$ cat src/rtl/pipe_pkg.sv
// Shared pipeline definitions: default payload widths and per-stage control
// word layouts with their NOP encodings.
package pipe_pkg;

   localparam int PIPE_DATA_W = 160;
   localparam int PIPE_CTRL_W = 16;
   localparam int ALU_OP_W    = 4;

   // Bit offsets of the ID/EX control fields within the packed word.
   localparam int ALU_OP_LSB    = 0;
   localparam int ALU_SRC2_BIT  = 4;
   localparam int ALU_SRC1_BIT  = 5;
   localparam int MEM_TO_REG_BIT = 6;
   localparam int MEM_WRITE_BIT = 7;
   localparam int MEM_READ_BIT  = 8;
   localparam int REG_DST_BIT   = 9;
   localparam int REG_WRITE_BIT = 10;
   localparam int BRANCH_BIT    = 11;
   localparam int PC_SRC_BIT    = 12;

   typedef struct packed {
      logic [2:0]          rsvd;
      logic                pc_src;
      logic                branch;
      logic                reg_write;
      logic                reg_dst;
      logic                mem_read;
      logic                mem_write;
      logic                mem_to_reg;
      logic                alu_src1;
      logic                alu_src2;
      logic [ALU_OP_W-1:0] alu_op;
   } id_ex_ctrl_t;

   typedef struct packed {
      logic [9:0] rsvd;
      logic       pc_src;
      logic       branch;
      logic       mem_read;
      logic       mem_write;
      logic       reg_write;
      logic       mem_to_reg;
   } ex_mem_ctrl_t;

   typedef struct packed {
      logic [13:0] rsvd;
      logic        reg_write;
      logic        mem_to_reg;
   } mem_wb_ctrl_t;

   // A bubble must never write registers or memory, nor redirect the PC.
   localparam id_ex_ctrl_t  ID_EX_NOP  = '0;
   localparam ex_mem_ctrl_t EX_MEM_NOP = '0;
   localparam mem_wb_ctrl_t MEM_WB_NOP = '0;

endpackage

$ cat src/rtl/sat_counter.sv
// Saturating up-counter: increments on inc, sticks at all-ones, cleared by
// synchronous reset only.
module sat_counter #(
   parameter int W = 16
) (
   input  logic         clk,
   input  logic         reset,
   input  logic         inc,
   output logic [W-1:0] count
);

   logic [W-1:0] count_q;
   logic [W-1:0] count_d;

   always_comb begin
      count_d = count_q;
      if (inc && (count_q != {W{1'b1}})) begin
         count_d = count_q + W'(1);
      end
   end

   always_ff @(posedge clk) begin
      if (reset) begin
         count_q <= '0;
      end else begin
         count_q <= count_d;
      end
   end

   assign count = count_q;

endmodule

$ cat src/rtl/pipe_stage_skid.sv
// Inter-stage pipeline register with valid/ready handshake, optional two-entry
// skid buffer, flush with NOP control-word bubbles, and a stall-cycle counter.
module pipe_stage_skid
   import pipe_pkg::*;
#(
   parameter int                DATA_W   = PIPE_DATA_W,
   parameter int                CTRL_W   = PIPE_CTRL_W,
   parameter logic [CTRL_W-1:0] NOP_CTRL = '0,
   parameter bit                SKID     = 1'b1,
   parameter int                STAT_W   = 16
) (
   input  logic              clk,
   input  logic              reset,
   input  logic              in_valid,
   output logic              in_ready,
   input  logic [DATA_W-1:0] in_data,
   input  logic [CTRL_W-1:0] in_ctrl,
   input  logic              flush,
   output logic              out_valid,
   input  logic              out_ready,
   output logic [DATA_W-1:0] out_data,
   output logic [CTRL_W-1:0] out_ctrl,
   output logic [STAT_W-1:0] stall_cnt
);

   logic              main_vld_q, main_vld_d;
   logic [DATA_W-1:0] main_data_q, main_data_d;
   logic [CTRL_W-1:0] main_ctrl_q, main_ctrl_d;
   logic              accept;
   logic              consume;

   assign accept  = in_valid && in_ready && !flush;
   assign consume = main_vld_q && out_ready;

   generate
      if (SKID) begin : g_skid
         logic              skid_vld_q, skid_vld_d;
         logic [DATA_W-1:0] skid_data_q, skid_data_d;
         logic [CTRL_W-1:0] skid_ctrl_q, skid_ctrl_d;
         logic              in_ready_q;

         always_comb begin
            main_vld_d  = main_vld_q;
            main_data_d = main_data_q;
            main_ctrl_d = main_ctrl_q;
            skid_vld_d  = skid_vld_q;
            skid_data_d = skid_data_q;
            skid_ctrl_d = skid_ctrl_q;
            if (!main_vld_q || consume) begin
               if (skid_vld_q) begin
                  main_vld_d  = 1'b1;
                  main_data_d = skid_data_q;
                  main_ctrl_d = skid_ctrl_q;
                  skid_vld_d  = 1'b0;
               end else if (accept) begin
                  main_vld_d  = 1'b1;
                  main_data_d = in_data;
                  main_ctrl_d = in_ctrl;
               end else begin
                  main_vld_d  = 1'b0;
               end
            end else if (accept) begin
               skid_vld_d  = 1'b1;
               skid_data_d = in_data;
               skid_ctrl_d = in_ctrl;
            end
            if (flush) begin
               main_vld_d = 1'b0;
               skid_vld_d = 1'b0;
            end
         end

         // in_ready is a flop so upstream never sees a path from out_ready.
         always_ff @(posedge clk) begin
            if (reset) begin
               skid_vld_q <= 1'b0;
               in_ready_q <= 1'b1;
            end else begin
               skid_vld_q <= skid_vld_d;
               in_ready_q <= !skid_vld_d;
            end
         end

         always_ff @(posedge clk) begin
            skid_data_q <= skid_data_d;
            skid_ctrl_q <= skid_ctrl_d;
         end

         assign in_ready = in_ready_q;
      end else begin : g_single
         assign in_ready = !main_vld_q || out_ready;

         always_comb begin
            main_vld_d  = main_vld_q;
            main_data_d = main_data_q;
            main_ctrl_d = main_ctrl_q;
            if (accept) begin
               main_vld_d  = 1'b1;
               main_data_d = in_data;
               main_ctrl_d = in_ctrl;
            end else if (consume) begin
               main_vld_d  = 1'b0;
            end
            if (flush) begin
               main_vld_d = 1'b0;
            end
         end
      end
   endgenerate

   always_ff @(posedge clk) begin
      if (reset) begin
         main_vld_q  <= 1'b0;
         main_data_q <= '0;
         main_ctrl_q <= NOP_CTRL;
      end else begin
         main_vld_q  <= main_vld_d;
         main_data_q <= main_data_d;
         main_ctrl_q <= main_ctrl_d;
      end
   end

   assign out_valid = main_vld_q;
   assign out_data  = main_data_q;
   // Bubbles carry the NOP word so downstream may decode without checking valid.
   assign out_ctrl  = main_vld_q ? main_ctrl_q : NOP_CTRL;

   sat_counter #(
      .W(STAT_W)
   ) u_stall_cnt (
      .clk  (clk),
      .reset(reset),
      .inc  (main_vld_q && !out_ready),
      .count(stall_cnt)
   );

endmodule

$ cat config.mk
export PLATFORM = sky130hd
export DESIGN_NAME = pipe_stage_skid
export DESIGN_NICKNAME = d
export VERILOG_FILES = /design/src/rtl/pipe_pkg.sv /design/src/rtl/sat_counter.sv /design/src/rtl/pipe_stage_skid.sv
export SDC_FILE = /design/constraint.sdc
export NUM_CORES = 1
export LEC_CHECK = 0
export ABC_AREA = 1
export CORE_UTILIZATION = 25
export DETAILED_ROUTE_END_ITERATION = 10
export DONT_BUFFER_PORTS = 1
export SYNTH_ARGS = -nofsm -noshare
export SYNTH_HDL_FRONTEND = slang
export SYNTH_HIERARCHICAL = 1
export SYNTH_SLANG_ARGS = --single-unit
$ cat constraint.sdc
create_clock -name clk -period 17.15 [get_ports clk]
set_input_delay 1.715 -clock clk [delete_from_list [all_inputs] [get_ports clk]]
set_output_delay 1.715 -clock clk [all_outputs]
set_load 0.01 [all_outputs]
Word-level counts from Yosys, hierarchy flattened
Cells that the tools add are included.
{"block": "word_totals", "ff_bits": 371, "input_bits": 181, "elab_cells": 35, "output_inout_bits": 194}
{"block": "classes", "add_sub_neg": 1, "muxes": 10, "n_eq_ne": 1, "n_bitwise": 1, "n_reduce_logical": 14}
{"operator": "two-way mux 160 bit", "count": 2}
{"operator": "two-way mux 16 bit", "count": 3}
{"operator": "adder 16 x 1 -> 16 bit (second input constant)", "count": 1}
{"operator": "inequality test 16 bit (second input constant)", "count": 1}
{"operator": "logical AND 1 bit", "count": 5}
{"operator": "two-way mux 1 bit", "count": 5}
{"operator": "zero test 1 bit", "count": 4}
{"operator": "AND reduction 2 bit", "count": 2}
{"operator": "nonzero test 2 bit", "count": 1}
{"operator": "OR reduction 2 bit", "count": 1}
{"operator": "logical OR 1 bit", "count": 1}
{"operator": "inverter 1 bit", "count": 1}

Depth between registers and ports, before layout
Gate-level depths: netlist (run 1).
{"block": "logic_depth", "ltp_word": 6, "ltp_mapped": 15, "ltp_nobuf": 10}

Modules after synthesis
The synthesis (run 1) kept the hierarchy.
{"module": "pipe_stage_skid", "seq_area_each_um2": 8868.5, "area_each_um2": 16598.4, "cells_per_inst": 2124, "n_inst": 1}
{"module": "sat_counter", "seq_area_each_um2": 320.3, "area_each_um2": 929.6, "cells_per_inst": 149, "n_inst": 1}

Worst setup path after synthesis (run 1)
OpenSTA, ideal clock, no wires.
{"block": "synth_path", "path_kind": "input -> register", "start": "input port out_ready", "end": "register g_skid.skid_ctrl_q[0] (enable)", "cell_stages": 5, "path_buffers": 3, "setup_slack_ns": 6.737, "t_arrival_ns": 9.695, "required_time_ns": 16.432, "setup_time_ns": 0.718, "path_cell_list": "or2_1 buf_6 buf_6 buf_6 nor2_1"}
{"block": "synth_between", "elab_chain_cells": 4}
{"item": "from (decl)", "line": "pipe_stage_skid.sv:20", "text": "input logic out_ready,"}
{"item": "logical AND 1 bit", "line": "pipe_stage_skid.sv:33", "text": "assign consume = main_vld_q && out_ready;"}
{"item": "logical OR 1 bit", "line": "pipe_stage_skid.sv:49", "text": "if (!main_vld_q || consume) begin"}
{"item": "inverter 1 bit (no source line)"}
{"item": "AND reduction 2 bit (no source line)"}
{"item": "to (signal assigned)", "line": "pipe_stage_skid.sv:86", "text": "skid_ctrl_q <= skid_ctrl_d;"}
{"item": "to (decl)", "line": "pipe_stage_skid.sv:39", "text": "logic [CTRL_W-1:0] skid_ctrl_q, skid_ctrl_d;"}
No other way between the ends.
A chain may end at the register's enable or synchronous reset.

Final worst setup path (run 1)
{"block": "layout_path", "start": "input port flush", "end": "register main_ctrl_q[15]"}
{"block": "layout_between", "elab_chain_cells": 4}
{"item": "from (decl)", "line": "pipe_stage_skid.sv:18", "text": "input logic flush,"}
{"item": "zero test 1 bit", "line": "pipe_stage_skid.sv:32", "text": "assign accept = in_valid && in_ready && !flush;"}
{"item": "logical AND 1 bit", "line": "pipe_stage_skid.sv:32"}
{"item": "nonzero test 2 bit (no source line)"}
{"item": "AND reduction 2 bit (no source line)"}
{"item": "to (signal assigned)", "line": "pipe_stage_skid.sv:119", "text": "main_ctrl_q <= main_ctrl_d;"}
{"item": "to (decl)", "line": "pipe_stage_skid.sv:28", "text": "logic [CTRL_W-1:0] main_ctrl_q, main_ctrl_d;"}
No other way between the ends.

==> results.ini, run 1 <==
[timing]
tns_ns=0
skew_ns=0.0168
max_freq_mhz=226
slew_headroom=0.261
setup_viol=0
fin_ws_ns=12.72
slew_viol_final=0
fin_crit_sh=0.258
final-hold-violation-count=0
rsz0062_at_grt=false
worstMarginPinSlew_ns=1.11
min_period_ns=4.43

[worst_setup_path]
critPathMaxFanout=97
max_stage_delay_ns=0.91
cp_top_family=buffers and inverters
critPathSlowestCell=buf_4
start_kind=primary input
path_buf_inv=3
path_class=in2reg
worstSetupEndpointType=flop
cp.arrival_ns=4.87
required_ns=17.60
crit_chain=inv_1 > nand3_1 > nand2_4 > buf_4 > buf_4 > nand3_1 > nand2_1 > nor2_1

[clock_network]
ctsRootBufferMaster=clkbuf_16
cts_buffers=44
cts_max_level=2
cts_buffer_depth=3
hold_buffers=0
insertion_delay_ns=0.56
clk_pin_slew_ns=0.06
clock-sinks=371
cts_tree=done
cts.repair.resized=0
postCtsSetupBuffers=0

[global_routing]
grt_use_total=0.121
antenna_found_initial=1
grt_pass1_vias=11400
grt_overflow_total=0
grt_pass1_wl_um=68100
grt_max_degree=103

[route]
highest_layer=met4
wl_met1_um=19300
routedWlPerCell_um=14.0
wl_met2_um=20000
route.detailed.drc=0
drt-total-wl_um=44400
vias=12800
ant_nets=0
drt_iter0_drc=765
via_per_inst=4.03
drt_first_pass_iters=5
dr_wl_met3_um=3720

[final_layout]
area_growth_pct=11.0
nets=2378
seqCellArea_mm2=0.00919
multi_input_area_mm2=0.00599
final_common_cell=nor2_1
drive_above_1_share=0.0726
fillCellCount=7529
antenna_cells=0
mostFrequentLayoutCells=nor2_1 (563), nand2_1 (416), inv_1 (381)

[floorplanning]
die_h_um=267
die_w_um=267
io_pins=375
core_mm2=0.0689
fp-row-count=96
start_util=0.254
die-area_mm2=0.0712

[synthesis]
synthAdderAreaFrac=0.000714
ys_ff_latch=371
ys_seq_area_frac=0.524
yosys.area_share.simple=0.287
synth.area.mux_share=0
synth_top_family_by_area=simple AND/OR/NAND/NOR gates
synth_cell_types=25
async_flop_share=0
synth_area_mm2=0.0175
synth_compound_area_frac=0.0526
postSynthCellCount=2273
syn_avg_cell_area_um2=7.71
synth-xor-area-share=0
synth-edff-count=176
synth_warnings=6
ys.flop_type=dfxtp_1
syn_nets=2455

[power]
p_comb_frac=0.056
switchingPower_uw=502
p_leak_nw=9.57
power_per_cell_area_mw_per_mm2=108
clkPwrFrac=0.467
p_int_mw=1.59
p_sw_frac=0.239
p_seq_frac=0.477
ir_drop_mv=0.0719

[placed_design]
place_ws_ns=12.20
io_buffers=0
place_hpwl_um=29000
routabilityCongestion=0.802

[run_status]
status=finished clean

[flow_run]
cap_viol_max_count=0

[hold_path]
hold_class=reg2reg

## state kept, by name, indices dropped and copies added (netlist names)
signal	flops
g_skid.skid_ctrl_q	16
main_ctrl_q	16
out_valid	1
out_data	160
in_ready	1
g_skid.skid_data_q	160
u_stall_cnt/count	16
g_skid.skid_vld_q	1
## synthesized netlist by cell type (2+ instances only)
| cell | number | share of area |
|---|---|---|
| nor2_1 | 564 | 0.12 |
| inv_2 | 2 | 0.00043 |
| nand4_1 | 3 | 0.0011 |
| buf_6 | 39 | 0.025 |
| a21oi_1 | 183 | 0.052 |
| nor2_4 | 2 | 0.0013 |
| inv_1 | 381 | 0.082 |
| nor2_2 | 11 | 0.0039 |
| dfxtp_1 | 195 | 0.22 |
| edfxtp_1 | 176 | 0.30 |
| nand2_1 | 417 | 0.089 |
| buf_2 | 76 | 0.022 |
| nand3_1 | 139 | 0.040 |
| clkbuf_1 | 24 | 0.0051 |
| nand2_2 | 2 | 0.00071 |
| nand3_2 | 50 | 0.029 |
## cell families (layout without fill, tap and decap cells)
kind of cell    count (synthesis)  in the layout
compound gates                184            184
fa+ha+maj                       1              1
buf+inv                       525            484
flops                         371            371
simple gates                 1192           1192
## layer usage
layer	GRT usage	up-vias
met1	0.149	5608
li1	-	6794
met4	0.0463	0
met5	0	-
met3	0.0436	76
met2	0.191	283
## final cells by class
type / instances / area share
clock inverter: 17 / 0.00926
multi-input combinational: 1377 / 0.308
inverter: 384 / 0.0743
timing repair buffer: 18 / 0.00695
sequential: 371 / 0.472
clock buffer: 65 / 0.0692
tap: 931 / 0.0599
## per-stage QoR
step                      total power [mW]  hold slack (ns)  instances  instance area (um2)  utilization
after floorplan                       1.11            0.451       2273                17500            -
after global placement                1.13            0.463       3081                17900        0.260
after detailed placement              1.14            0.470       3081                17900        0.260
after CTS                             2.14            0.487       3163                19500        0.282
after global routing                  2.18            0.509       3163                19500        0.282
final                                 2.09            0.486       3163                19500        0.282
## tightest hold or removal path: stages (launching register included)
cell     delay, ns
dfxtp_1       0.33
a21oi_1       0.04
nor2_1        0.08
## power groups by stage
stage                     sequential [mW]  combinational, mW  clock (mW)
after global routing                 1.00              0.138        1.04
final                               0.999              0.117       0.979
after detailed placement             1.02              0.119           0
after CTS                            1.00              0.119        1.02
after global placement               1.02              0.117           0
after floorplan                      1.01              0.103           0
## worst paths after layout
check	from	endpoint	slack (ns)	cells after the start
setup / recovery	flush	main_ctrl_q[15]	12.72	8
hold / removal	main_ctrl_q[15]	main_ctrl_q[15]	0.49	2
setup reg to reg	out_valid	out_data[158]	13.29	9
hold reg to reg	main_ctrl_q[15]	main_ctrl_q[15]	0.49	2
No activity file was read; power rests on OpenSTA's default activity.
==> inputs of run 2 (changes only) <==
Clock period 17.15 ns to 4.5 ns, I/O delays scaled along.
==> run 2 against run 1 <==
  * Clock power grew to 3.8 times the previous value
  * Register-to-register slack got worse by 11 ns
  * Count of clock-buffer cells in the layout increased by 5
  * Critical endpoint is now g_skid.skid_data_q[87]
  * Highest routed layer unchanged
==> results.ini, run 2 (synthesis gave the netlist of run 1 again) <==
[timing]
tns_ns=0  ; unchanged
final-hold-violation-count=0  ; unchanged
fin_crit_sh=0.583
min_period_ns=2.62
slew_viol_final=0  ; unchanged
skew_ns=0.0155  ; was 0.0168 ns
slew_headroom=0.234  ; was 0.261
max_freq_mhz=381
setup_viol=0  ; unchanged
worstMarginPinSlew_ns=1.15  ; was 1.11 ns
rsz0062_at_grt=false  ; unchanged

[global_routing]
grt_pass1_wl_um=75200  ; was 68,100 um
grt_max_degree=168  ; was 103
antenna_found_initial=0  ; was 1
grt_pass1_vias=12800  ; was 11,400
grt_use_total=0.133  ; was 0.121
grt_overflow_total=0  ; unchanged

[clock_network]
cts_buffer_depth=3  ; unchanged
cts.repair.resized=0  ; unchanged
clock-sinks=371  ; unchanged
cts_tree=done  ; unchanged
cts_buffers=45  ; was 44
ctsRootBufferMaster=clkbuf_16  ; unchanged
hold_buffers=176  ; was 0
postCtsSetupBuffers=0  ; unchanged
cts_max_level=2  ; unchanged
clk_pin_slew_ns=0.06  ; about the same
insertion_delay_ns=0.56  ; about the same

[worst_setup_path]
worstSetupEndpointType=flop  ; unchanged
cp.arrival_ns=2.82  ; was 4.87 ns
required_ns=4.69  ; was 17.60 ns
start_kind=flop  ; was primary input
critPathMaxFanout=77  ; was 97
path_class=reg2reg  ; was in2reg

[final_layout]
seqCellArea_mm2=0.00919  ; unchanged
final_common_cell=nor2_1  ; unchanged
nets=2556  ; was 2,378
area_growth_pct=21.8  ; was 11.0%
multi_input_area_mm2=0.00599  ; unchanged
antenna_cells=0  ; unchanged
mostFrequentLayoutCells=nor2_1 (563), nand2_1 (416), inv_1 (381)  ; unchanged
fillCellCount=7396  ; was 7,529
fin_cells=3342  ; was 3,163
final_core_util=0.310  ; was 0.282
drive_above_1_share=0.0655  ; was 0.0726

[floorplanning]
core_mm2=0.0689  ; unchanged
die_w_um=267  ; unchanged
die_h_um=267  ; unchanged
die-area_mm2=0.0712  ; unchanged
start_util=0.254  ; unchanged
io_pins=375  ; unchanged
fp-row-count=96  ; unchanged

[hold_path]
hold_class=in2reg  ; was reg2reg

[route]
routedWlPerCell_um=14.6  ; was 14.0 um
vias=13900  ; was 12,800
drt_iter0_drc=984  ; was 765
ant_nets=0  ; unchanged
drt_first_pass_iters=5  ; unchanged
drt-total-wl_um=48900  ; was 44,400 um
via_per_inst=4.15  ; was 4.03
route.detailed.drc=0  ; unchanged

[placed_design]
routabilityCongestion=0.809  ; was 0.802
place_inst=3082  ; was 3,081
io_buffers=0  ; unchanged
place_hpwl_um=28800  ; was 29,000 um

[power]
p_leak_nw=10.3  ; was 9.57 nW
ir_drop_mv=0.241  ; was 0.0719 mV
power_per_cell_area_mw_per_mm2=381  ; was 108 mW/mm2
fin_total_pwr_mw=8.14  ; was 2.09 mW

[run_status]
status=finished clean  ; unchanged

[flow_run]
cap_viol_max_count=0  ; unchanged

[run 2: cell types whose count changed in the layout (fill, tap and decap cells not counted), moves of 2 or more]
| cell | delta |
|---|---|
| clkbuf_1 | +4 |
| buf_12 | +10 |
| buf_4 | -9 |
| clkinv_4 | +3 |
| inv_4 | -2 |
| clkbuf_8 | +2 |
| clkinv_2 | -6 |
| dlygate4sd3_1 | +176 |
| clkinv_1 | +3 |
| inv_6 | -2 |
[run 2: path summary, 6_finish.rpt]
path	end	cells after the start	from	slack (ns)
setup / recovery	g_skid.skid_data_q[87]	4	out_valid	1.88
hold reg to reg	main_ctrl_q[10]	2	main_ctrl_q[10]	0.49
setup reg to reg	g_skid.skid_data_q[87]	4	out_valid	1.88
hold / removal	out_valid	3	flush	0.09
[run 2: power breakdown]
group	switching, mW	total (mW)	internal [mW]
clock	1.48	3.74	2.26
combinational	0.323	0.593	0.270
sequential	0.157	3.81	3.65
[run 2: stage by stage]
step | worst slack [ns] | hold slack (ns) | area, um2
2_1_floorplan | 0.355 | 0.451 | 17500
3_3_place_gp | 1.99 | 0.471 | 18100
3_5_place_dp | 1.91 | 0.476 | 18100
4_1_cts | 1.90 | 0.0420 | 21400
5_1_grt | 1.72 | 0.0663 | 21400
6_report | 1.88 | 0.0899 | 21400
[run 2: critical path, stage by stage, from the launching register on]
cell	delay, ns
dfxtp_1	0.74
inv_2	0.04
or2_4	0.37
nor2_4	0.51
buf_12	0.39
[run 2: routing by layer]
layer | share of wire | routed length [um] | vias up | track usage
met1 | 0.44 | 21400 | 6228 | 0.171
li1 | - | - | 7148 | -
met2 | 0.46 | 22300 | 378 | 0.212
met5 | 0 | 0 | - | 0
met3 | 0.071 | 3460 | 102 | 0.0360
met4 | 0.036 | 1740 | 0 | 0.0519
[run 2: layout make-up]
type	instances	area share
flip-flops and latches	371	0.431
multi-input cells	1377	0.281
repair buffers	195	0.0950
inverters	384	0.0677
clock buffers	70	0.0639
well taps	931	0.0546
clock inverters	14	0.00773
==> inputs of run 3 (changes only) <==
Clock period 4.5 ns to 2.7 ns, I/O delays scaled along.
==> run 3 against run 2 <==
  * Critical path type unchanged
  * Routed wire length grew 1.1%
  * Power increased by 66%
  * Fmax is 42% higher
  * Hold slack got worse by 0.049 ns
  * Global-route usage rose by 0.20 points
  * Count of clock-buffer cells in the layout decreased by 9
==> results.ini, run 3 (synthesis gave the netlist of run 1 again) <==
[global_routing]
grt_use_total=0.135  ; was 0.133
antenna_found_initial=3  ; was 0
grt_use_met1=0.166  ; was 0.171
gr-usage-met3=0.0389  ; was 0.0360
grt_busiest_layer=met2  ; unchanged
grt_overflow_total=0  ; unchanged
grtUsageMet2=0.222  ; was 0.212
grt_pass1_wl_um=76100  ; was 75,200 um
grt_max_degree=148  ; was 168
grt_pass1_vias=13200  ; was 12,800

[worst_setup_path]
cp_top_family=buffers and inverters  ; was simple AND/OR/NAND/NOR gates
path_class=reg2reg  ; unchanged
cp.arrival_ns=2.07  ; was 2.82 ns
worst-path-stages=4  ; unchanged
critPathMaxFanout=63  ; was 77
required_ns=2.92  ; was 4.69 ns
crit_chain=nand3_1 > nor2_4 > buf_12 > buf_12  ; was inv_2 > or2_4 > nor2_4 > buf_12
critPathSlowestCell=dfxtp_1  ; unchanged
start_kind=flop  ; unchanged
r2r_cells=4  ; unchanged
cp-startpoint=in_ready  ; was out_valid
path_common_cell=buf_12
path_buf_inv=2  ; unchanged
timing.rr.start=in_ready  ; was out_valid
worstSetupEndpointType=flop  ; unchanged
rr_endpoint=g_skid.skid_data_q[133]  ; was g_skid.skid_data_q[87]
max_stage_delay_ns=0.40  ; was 0.74 ns
r2r_slack_ns=0.85  ; was 1.88 ns

[placed_design]
place_ws_ns=0.879  ; was 1.91 ns
place_inst=3098  ; was 3,082
placed_area_mm2=0.0182  ; was 0.0181 mm2
io_buffers=0  ; unchanged
routabilityCongestion=0.798  ; was 0.809
place_hpwl_um=30700  ; was 28,800 um

[clock_network]
cts_buffer_depth=3  ; unchanged
hold_buffers=177  ; was 176
insertion_delay_ns=0.57  ; was 0.56 ns
ctsRootBufferMaster=clkbuf_16  ; unchanged
cts_max_level=2  ; unchanged
cts_buffers=45  ; unchanged
clock-sinks=371  ; unchanged
cts_tree=done  ; unchanged
clk_pin_slew_ns=0.06  ; about the same
postCtsSetupBuffers=0  ; unchanged
cts.repair.resized=0  ; unchanged

[power]
clkPwrFrac=0.455  ; was 0.459
fin_total_pwr_mw=13.5  ; was 8.14 mW
p_seq_frac=0.469  ; was 0.468
power_per_cell_area_mw_per_mm2=627  ; was 381 mW/mm2
p_sw_frac=0.245  ; was 0.240
ir_drop_mv=0.355  ; was 0.241 mV
p_comb_frac=0.075  ; was 0.073
switchingPower_mw=3.30  ; was 1.96 mW
p_leak_nw=10.4  ; was 10.3 nW
p_int_mw=10.2  ; was 6.19 mW

[route]
vias=13900  ; about the same
ant_nets=0  ; unchanged
routedWlPerCell_um=14.7  ; was 14.6 um
drt_first_pass_iters=5  ; unchanged
route.detailed.drc=0  ; unchanged
drt-total-wl_um=49400  ; was 48,900 um
via_per_inst=4.15  ; about the same
drt_iter0_drc=782  ; was 984

[timing]
min_period_ns=1.85  ; was 2.62 ns
setup_viol=0  ; unchanged
rsz0062_at_grt=false  ; unchanged
slew_headroom=0.416  ; was 0.234
slew_viol_final=0  ; unchanged
max_freq_mhz=541  ; was 381 MHz
final-hold-violation-count=0  ; unchanged
fin_ws_ns=0.851  ; was 1.88 ns
skew_ns=0.0114  ; was 0.0155 ns
worstMarginPinSlew_ns=0.876  ; was 1.15 ns
fin_crit_sh=0.685  ; was 0.583

[floorplanning]
die_h_um=267  ; unchanged
start_util=0.254  ; unchanged
io_pins=375  ; unchanged
core_mm2=0.0689  ; unchanged
fp-row-count=96  ; unchanged
die_w_um=267  ; unchanged
die-area_mm2=0.0712  ; unchanged

[hold_path]
hold-path-cell-count=6  ; was 3
hold_start=in_data[7]  ; was flush
hold_class=in2reg  ; unchanged
hold-path-endpoint=out_data[7]  ; was out_valid

[final_layout]
fin_cells=3359  ; was 3,342
final_common_cell=nor2_1  ; unchanged
drive_above_1_share=0.0750  ; was 0.0655
final_area_mm2=0.0215  ; was 0.0214 mm2
final_core_util=0.312  ; was 0.310
area_growth_pct=22.8  ; was 21.8%
mostFrequentLayoutCells=nor2_1 (563), nand2_1 (416), inv_1 (381)  ; unchanged
nets=2573  ; was 2,556

[flow_run]
cap_viol_max_count=0  ; unchanged

[run_status]
status=finished clean  ; unchanged

==> run 3: cell types whose count changed in the layout (fill, tap and decap cells not counted), moves of 2 or more <==
cell and delta:
buf_12 +5, buf_4 +11, clkbuf_1 -6, clkbuf_8 -2
clkinv_1 -2, clkinv_2 +8, clkinv_4 -4, clkinvlp_4 +3
==> run 3: stage by stage <==
step                      setup TNS, ns  hold WS, ns
after floorplan                 -247.51        0.369
after global placement                0        0.369
after detailed placement              0        0.369
after CTS                             0    0.0000189
after global routing                  0       0.0378
final                                 0       0.0404
==> run 3: how the worst max path moves through the flow <==
stage,to
2_1_floorplan,g_skid.skid_ctrl_q[0]
3_3_place_gp,g_skid.skid_data_q[133]
3_5_place_dp,g_skid.skid_data_q[133]
4_1_cts,g_skid.skid_data_q[133]
5_1_grt,out_data[130]
6_report,g_skid.skid_data_q[133]
==> run 3: power by group through the flow <==
stage               registers (mW)  logic (mW)  clock network, mW
detailed placement            6.46       0.794                  0
global placement              6.46       0.787                  0
global route                  6.36        1.16               6.55
finish                        6.34        1.02               6.15
CTS                           6.34        1.02               6.38
floorplan                     6.38       0.658                  0
==> run 3: cell type report <==
class	count	area, um2
multi-input cells	1377	5990
flip-flops and latches	371	9190
well taps	931	1160
clock buffers	61	1290
inverters	384	1450
repair buffers	212	2220
fillers	7373	47400
clock inverters	22	216
diodes	1	2.50
==> run 3: tightest hold or removal path: cells and delay by family <==
kind                   cells  cell delay (ns)
AND/OR/NAND/NOR            5             0.26
buffers and inverters      1             0.03
==> run 3: routing by layer <==
layer	share of wire	vias to the layer above	routed length (um)
met3	0.071	113	3500
met4	0.039	4	1940
li1	-	7193	-
met1	0.43	6280	21300
met2	0.46	354	22700
met5	0.00036	-	18
==> variant 1, RTL diff (settings of run 2) <==
The parameter `SKID` goes from 1'b1 to 1'b0.
--- a/src/rtl/pipe_stage_skid.sv
+++ b/src/rtl/pipe_stage_skid.sv
@@ -7,5 +7,5 @@
    parameter int                CTRL_W   = PIPE_CTRL_W,
    parameter logic [CTRL_W-1:0] NOP_CTRL = '0,
-   parameter bit                SKID     = 1'b1,
+   parameter bit                SKID     = 1'b0,
    parameter int                STAT_W   = 16
 ) (
Check against the original RTL: not equivalent (Yosys sat finds a counterexample within 4 cycles, from zero or initial values and one cycle with reset high).
==> variant 1 against run 2 <==
- setup slack worse by 91 ps
- combinational power down 40%
- routed wire length down 52%
- design area down 55%
- synthesized cell count down 41%
- global-route usage down 1.3 points
- utilization down 3.2 points
- total power down 53%
- sequential cell count down 178
- first-iteration DRC count down 67%
- die area down 49%
- area after synthesis down 49%
==> variant 1: results (changes against run 2) <==
[run_status]
outcome = finished clean  ; unchanged

[worst_hold_path]
hp-start = reset  ; was flush
min_path_cells = 2  ; was 3

[logic_synthesis]
ys_seq_area_share_pct = 43.4  ; was 52.4%
synth_commonest_cells = 238 x nand2_1, 211 x nor2_1, 204 x inv_1, 193 x dfxtp_1, 188 x nand3_1  ; was 564 x nor2_1, 417 x nand2_1, 381 x inv_1, 195 x dfxtp_1, 183 x a21oi_1
synthCells = 1344  ; was 2273
synth_edf_count = 0  ; was 176

[placement]
place.gp.congestion = 0.802  ; was 0.809
post-place-cells = 1707  ; was 3082
preCtsSetupSlack_ps = 1800  ; was 1910 ps
dp_hpwl_um = 15800  ; was 28800 um

[grt]
grt_use_met3_pct = 5.34  ; was 3.60%
use_met2_pct = 20.2  ; was 21.2%
grt_pass1_wl_um = 34600  ; was 75200 um
met1_usage_pct = 13.2  ; was 17.1%
grt_max_degree = 171  ; was 168
grt_use_total_pct = 12.1  ; was 13.3%

[sta]
slew_headroom_pct = 43.5  ; was 23.4%
hold_ws_ps = 170  ; was 89.9 ps
fin_worst_skew_ps = 8.12  ; was 15.5 ps
fin_crit_ps = 2720  ; was 2620 ps

[power_and_ir_drop]
vdd_drop_max_mv = 0.318  ; was 0.241 mV
p_leak_nw = 4.68  ; was 10.3 nW

[detailed_routing]
drt-initial-drc-count = 320  ; was 984
firstDrtPassIters = 4  ; was 5
met3_length_um = 2140  ; was 3460 um
vias = 7756  ; was 13900
drt-wirelength-per-cell_um = 13.5  ; was 14.6 um
route.met2.wl_um = 11300  ; was 22300 um

[clock_network]
cts-buffers-inserted = 17  ; was 45
worstSkewPairLatency_ps = 440  ; was 560 ps
h-tree-depth = 4  ; was 2

[finish]
nets = 1453  ; was 2556
drive_above_1_share_pct = 4.67  ; was 6.55%

[setup_path]
reg2reg_to = u_stall_cnt/count[13]$_SDFFE_PP0P_  ; was g_skid.skid_data_q[87]$_DFFE_PP_
worstPathMaxFanout = 123  ; was 77

-- variant 1: cell types whose count changed in the layout (fill, tap and decap cells not counted), sizes merged --
cell | before | now
dfxtp | 195 | 193
edfxtp | 176 | 0
inv | 386 | 213
buf | 19 | 8
a31oi | 1 | 0
nand2 | 419 | 241
clkbuf | 70 | 18
clkinvlp | 1 | 3
dlygate4sd3 | 176 | 0
bufinv | 3 | 1
clkinv | 8 | 3
nand3 | 189 | 188
a21oi | 183 | 184
nor2 | 578 | 225
-- variant 1: layout make-up --
| cell class | instances | area, um^2 |
|---|---|---|
| Fill cell | 3788 | 25100 |
| Clock inverter | 14 | 146 |
| Sequential cell | 193 | 3860 |
| Clock buffer | 18 | 439 |
| Timing Repair Buffer | 8 | 135 |
| Tap cell | 455 | 569 |
| Inverter | 206 | 778 |
| Multi-Input combinational cell | 845 | 3740 |
-- variant 1: report_power, final --
group          leakage, nW  switching [mW]  internal [mW]  total [mW]
combinational         2.81           0.225          0.131       0.355
sequential            1.59           0.130           1.82        1.95
clock                0.281           0.742          0.800        1.54
-- variant 1: metrics by stage --
step                instance area, um^2  util, %
floorplan                          8910        -
global placement                   9090     26.1
CTS                                9680     27.8
global route                       9680     27.8
finish                             9680     27.8
detailed placement                 9090     26.1
-- variant 1: worst max-delay path: stages, from the launching register on --
cell	delay [ps]
dfxtp_1	880
nand2_8	590
inv_1	420
nand3_1	150
or2_0	220
nor2_1	130
nand3_1	90
nand2_1	80
nor2_1	50
-- variant 1: logic make-up after synthesis --
group | Yosys count | share of synthesized area (%)
adders and majority gates | 1 | 0.140
DFF | 193 | 43.4
AOI/OAI and AO/OA | 184 | 10.3
and+or+nand+nor | 660 | 31.4
buffers and inverters | 306 | 14.7
==> variant 2, RTL diff (flow settings as in run 2) <==
Made on the original files. Make the reset (`reset`) asynchronous in 3 clocked blocks. Comments in the files are not updated.
--- a/src/rtl/sat_counter.sv
+++ b/src/rtl/sat_counter.sv
@@ -20,5 +20,5 @@
    end
 
-   always_ff @(posedge clk) begin
+   always_ff @(posedge clk or posedge reset) begin
       if (reset) begin
          count_q <= '0;
--- a/src/rtl/pipe_stage_skid.sv
+++ b/src/rtl/pipe_stage_skid.sv
@@ -72,5 +72,5 @@
 
          // in_ready is a flop so upstream never sees a path from out_ready.
-         always_ff @(posedge clk) begin
+         always_ff @(posedge clk or posedge reset) begin
             if (reset) begin
                skid_vld_q <= 1'b0;
@@ -109,5 +109,5 @@
    endgenerate
 
-   always_ff @(posedge clk) begin
+   always_ff @(posedge clk or posedge reset) begin
       if (reset) begin
          main_vld_q  <= 1'b0;
Function: changed (Yosys sat finds a counterexample within 4 cycles, from zero or initial values and one cycle with reset high; the reset may be asserted at any time).
==> variant 2 against run 2 <==
- sequential cell count unchanged
- critical path type unchanged
- largest cell class unchanged
- hold slack improved by 29 ps
- area after synthesis decreased by 9.9%
- setup slack got worse by 280 ps
- sequential power increased by 13%
- total power increased by 3.7%
- design area decreased by 8.3%
- routed wire length decreased by 5.2%
==> variant 2: results (changes against run 2) <==
[run_status]
outcome = finished clean  ; unchanged

[setup_path]
ff2ff_path_depth = 6  ; was 4
critPathArrivalTime_ps = 3340  ; was 2820 ps
slowest_delay_ps = 700  ; was 740 ps
timing.critical_path.from = in_ready$_DFF_PP1_  ; was out_valid$_SDFFE_PP0P_
path_delay_family = simple AND/OR/NAND/NOR gates  ; unchanged
worstSetupEndpoint = out_data[113]$_DFFE_PP0P_  ; was g_skid.skid_data_q[87]$_DFFE_PP_
worstPathMaxFanout = 130  ; was 77
cp_slowest_cell = nand2_8  ; was dfxtp_1

[clock_network]
cts-buffers-inserted = 44  ; was 45
cts_hold_buf = 177  ; was 176
clock-root-buffer = clkbuf_16  ; unchanged
post_cts_buffers = 0  ; unchanged

[power_and_ir_drop]
vdd_drop_max_mv = 0.303  ; was 0.241 mV
swShare_pct = 27.4  ; was 24.0%
p_leak_nw = 8.91  ; was 10.3 nW

[grt]
grt_use_total_pct = 14.1  ; was 13.3%
grt_pass1_wl_um = 71400  ; was 75200 um
grt_pass1_vias = 12400  ; was 12800
met1_usage_pct = 17.4  ; was 17.1%
use_met2_pct = 23.3  ; was 21.2%
grt_use_met3_pct = 4.14  ; was 3.60%
grt_max_degree = 131  ; was 168

[detailed_routing]
drt-wirelength-per-cell_um = 17.1  ; was 14.6 um
drt-vias-per-instance = 4.47  ; was 4.15
top_layer = met4  ; unchanged
route.met2.wl_um = 22000  ; was 22300 um
firstDrtPassIters = 6  ; was 5
drt-initial-drc-count = 884  ; was 984
drt-total-wl_um = 46300  ; was 48900 um
met3_length_um = 4380  ; was 3460 um
wl_met1_um = 18500  ; was 21400 um

[logic_synthesis]
synthCells = 1706  ; was 2273
synth.distinct_cells = 27  ; was 25
async_flop_share_pct = 52.6  ; was 0%
ys_seq_area_share_pct = 64.4  ; was 52.4%
synth.area.top_cells = edfxtp_1 33%, dfrtp_1 31%, nand2_1 23%, nand3_1 5.9%, buf_2 1.9%  ; was edfxtp_1 30%, dfxtp_1 22%, nor2_1 12%, nand2_1 8.9%, inv_1 8.2%
synth_commonest_cells = 957 x nand2_1, 194 x dfrtp_1, 186 x nand3_1, 176 x edfxtp_1, 61 x buf_2  ; was 564 x nor2_1, 417 x nand2_1, 381 x inv_1, 195 x dfxtp_1, 183 x a21oi_1
syn_nets = 1888  ; was 2455
ys.flop_type = dfrtp_1  ; was dfxtp_1

[placement]
preCtsSetupSlack_ps = 1570  ; was 1910 ps
place_area_um2 = 16400  ; was 18100 um^2
place.gp.congestion = 0.812  ; was 0.809
post-place-cells = 2459  ; was 3082
dp_hpwl_um = 26900  ; was 28800 um

[worst_hold_path]
min_path_cells = 4  ; was 3
hold_path_end = out_data[65]$_DFFE_PP0P_  ; was out_valid$_SDFFE_PP0P_
hp-start = in_data[65]  ; was flush

[sta]
fin_crit_ps = 2910  ; was 2620 ps
fin_worst_skew_ps = 19.7  ; was 15.5 ps
slew_headroom_pct = 23.7  ; was 23.4%
hold_ws_ps = 119  ; was 89.9 ps

[finish]
nets = 2027  ; was 2556
drive_above_1_share_pct = 6.06  ; was 6.55%

[variant 2: logic make-up after synthesis]
logic type | after synthesis | synth area share [%]
XOR/XNOR | 4 | 0.222
flip-flops | 371 | 64.4
adder cells (fa/ha/maj) | 1 | 0.0792
AND/OR/NAND/NOR | 1182 | 30.2
AO/OA/AOI/OAI | 11 | 0.491
buffers and inverters | 137 | 4.61
[variant 2: power groups by stage]
stage / Combinational [mW] / Clock, mW / Sequential, mW
final: 0.752 / 3.39 / 4.30
after global routing: 0.871 / 3.61 / 4.33
after global placement: 0.595 / 0 / 4.36
after floorplan: 0.515 / 0 / 4.23
after detailed placement: 0.623 / 0 / 4.36
after CTS: 0.759 / 3.49 / 4.30
[variant 2: cell type report]
type	count	area (um^2)
Clock inverter	17	113
Multi-Input combinational cell	1198	4920
Inverter	38	156
Clock buffer	64	1260
Tap cell	837	1050
Fill cell	6345	42500
Sequential cell	371	10200
Timing Repair Buffer	192	1920
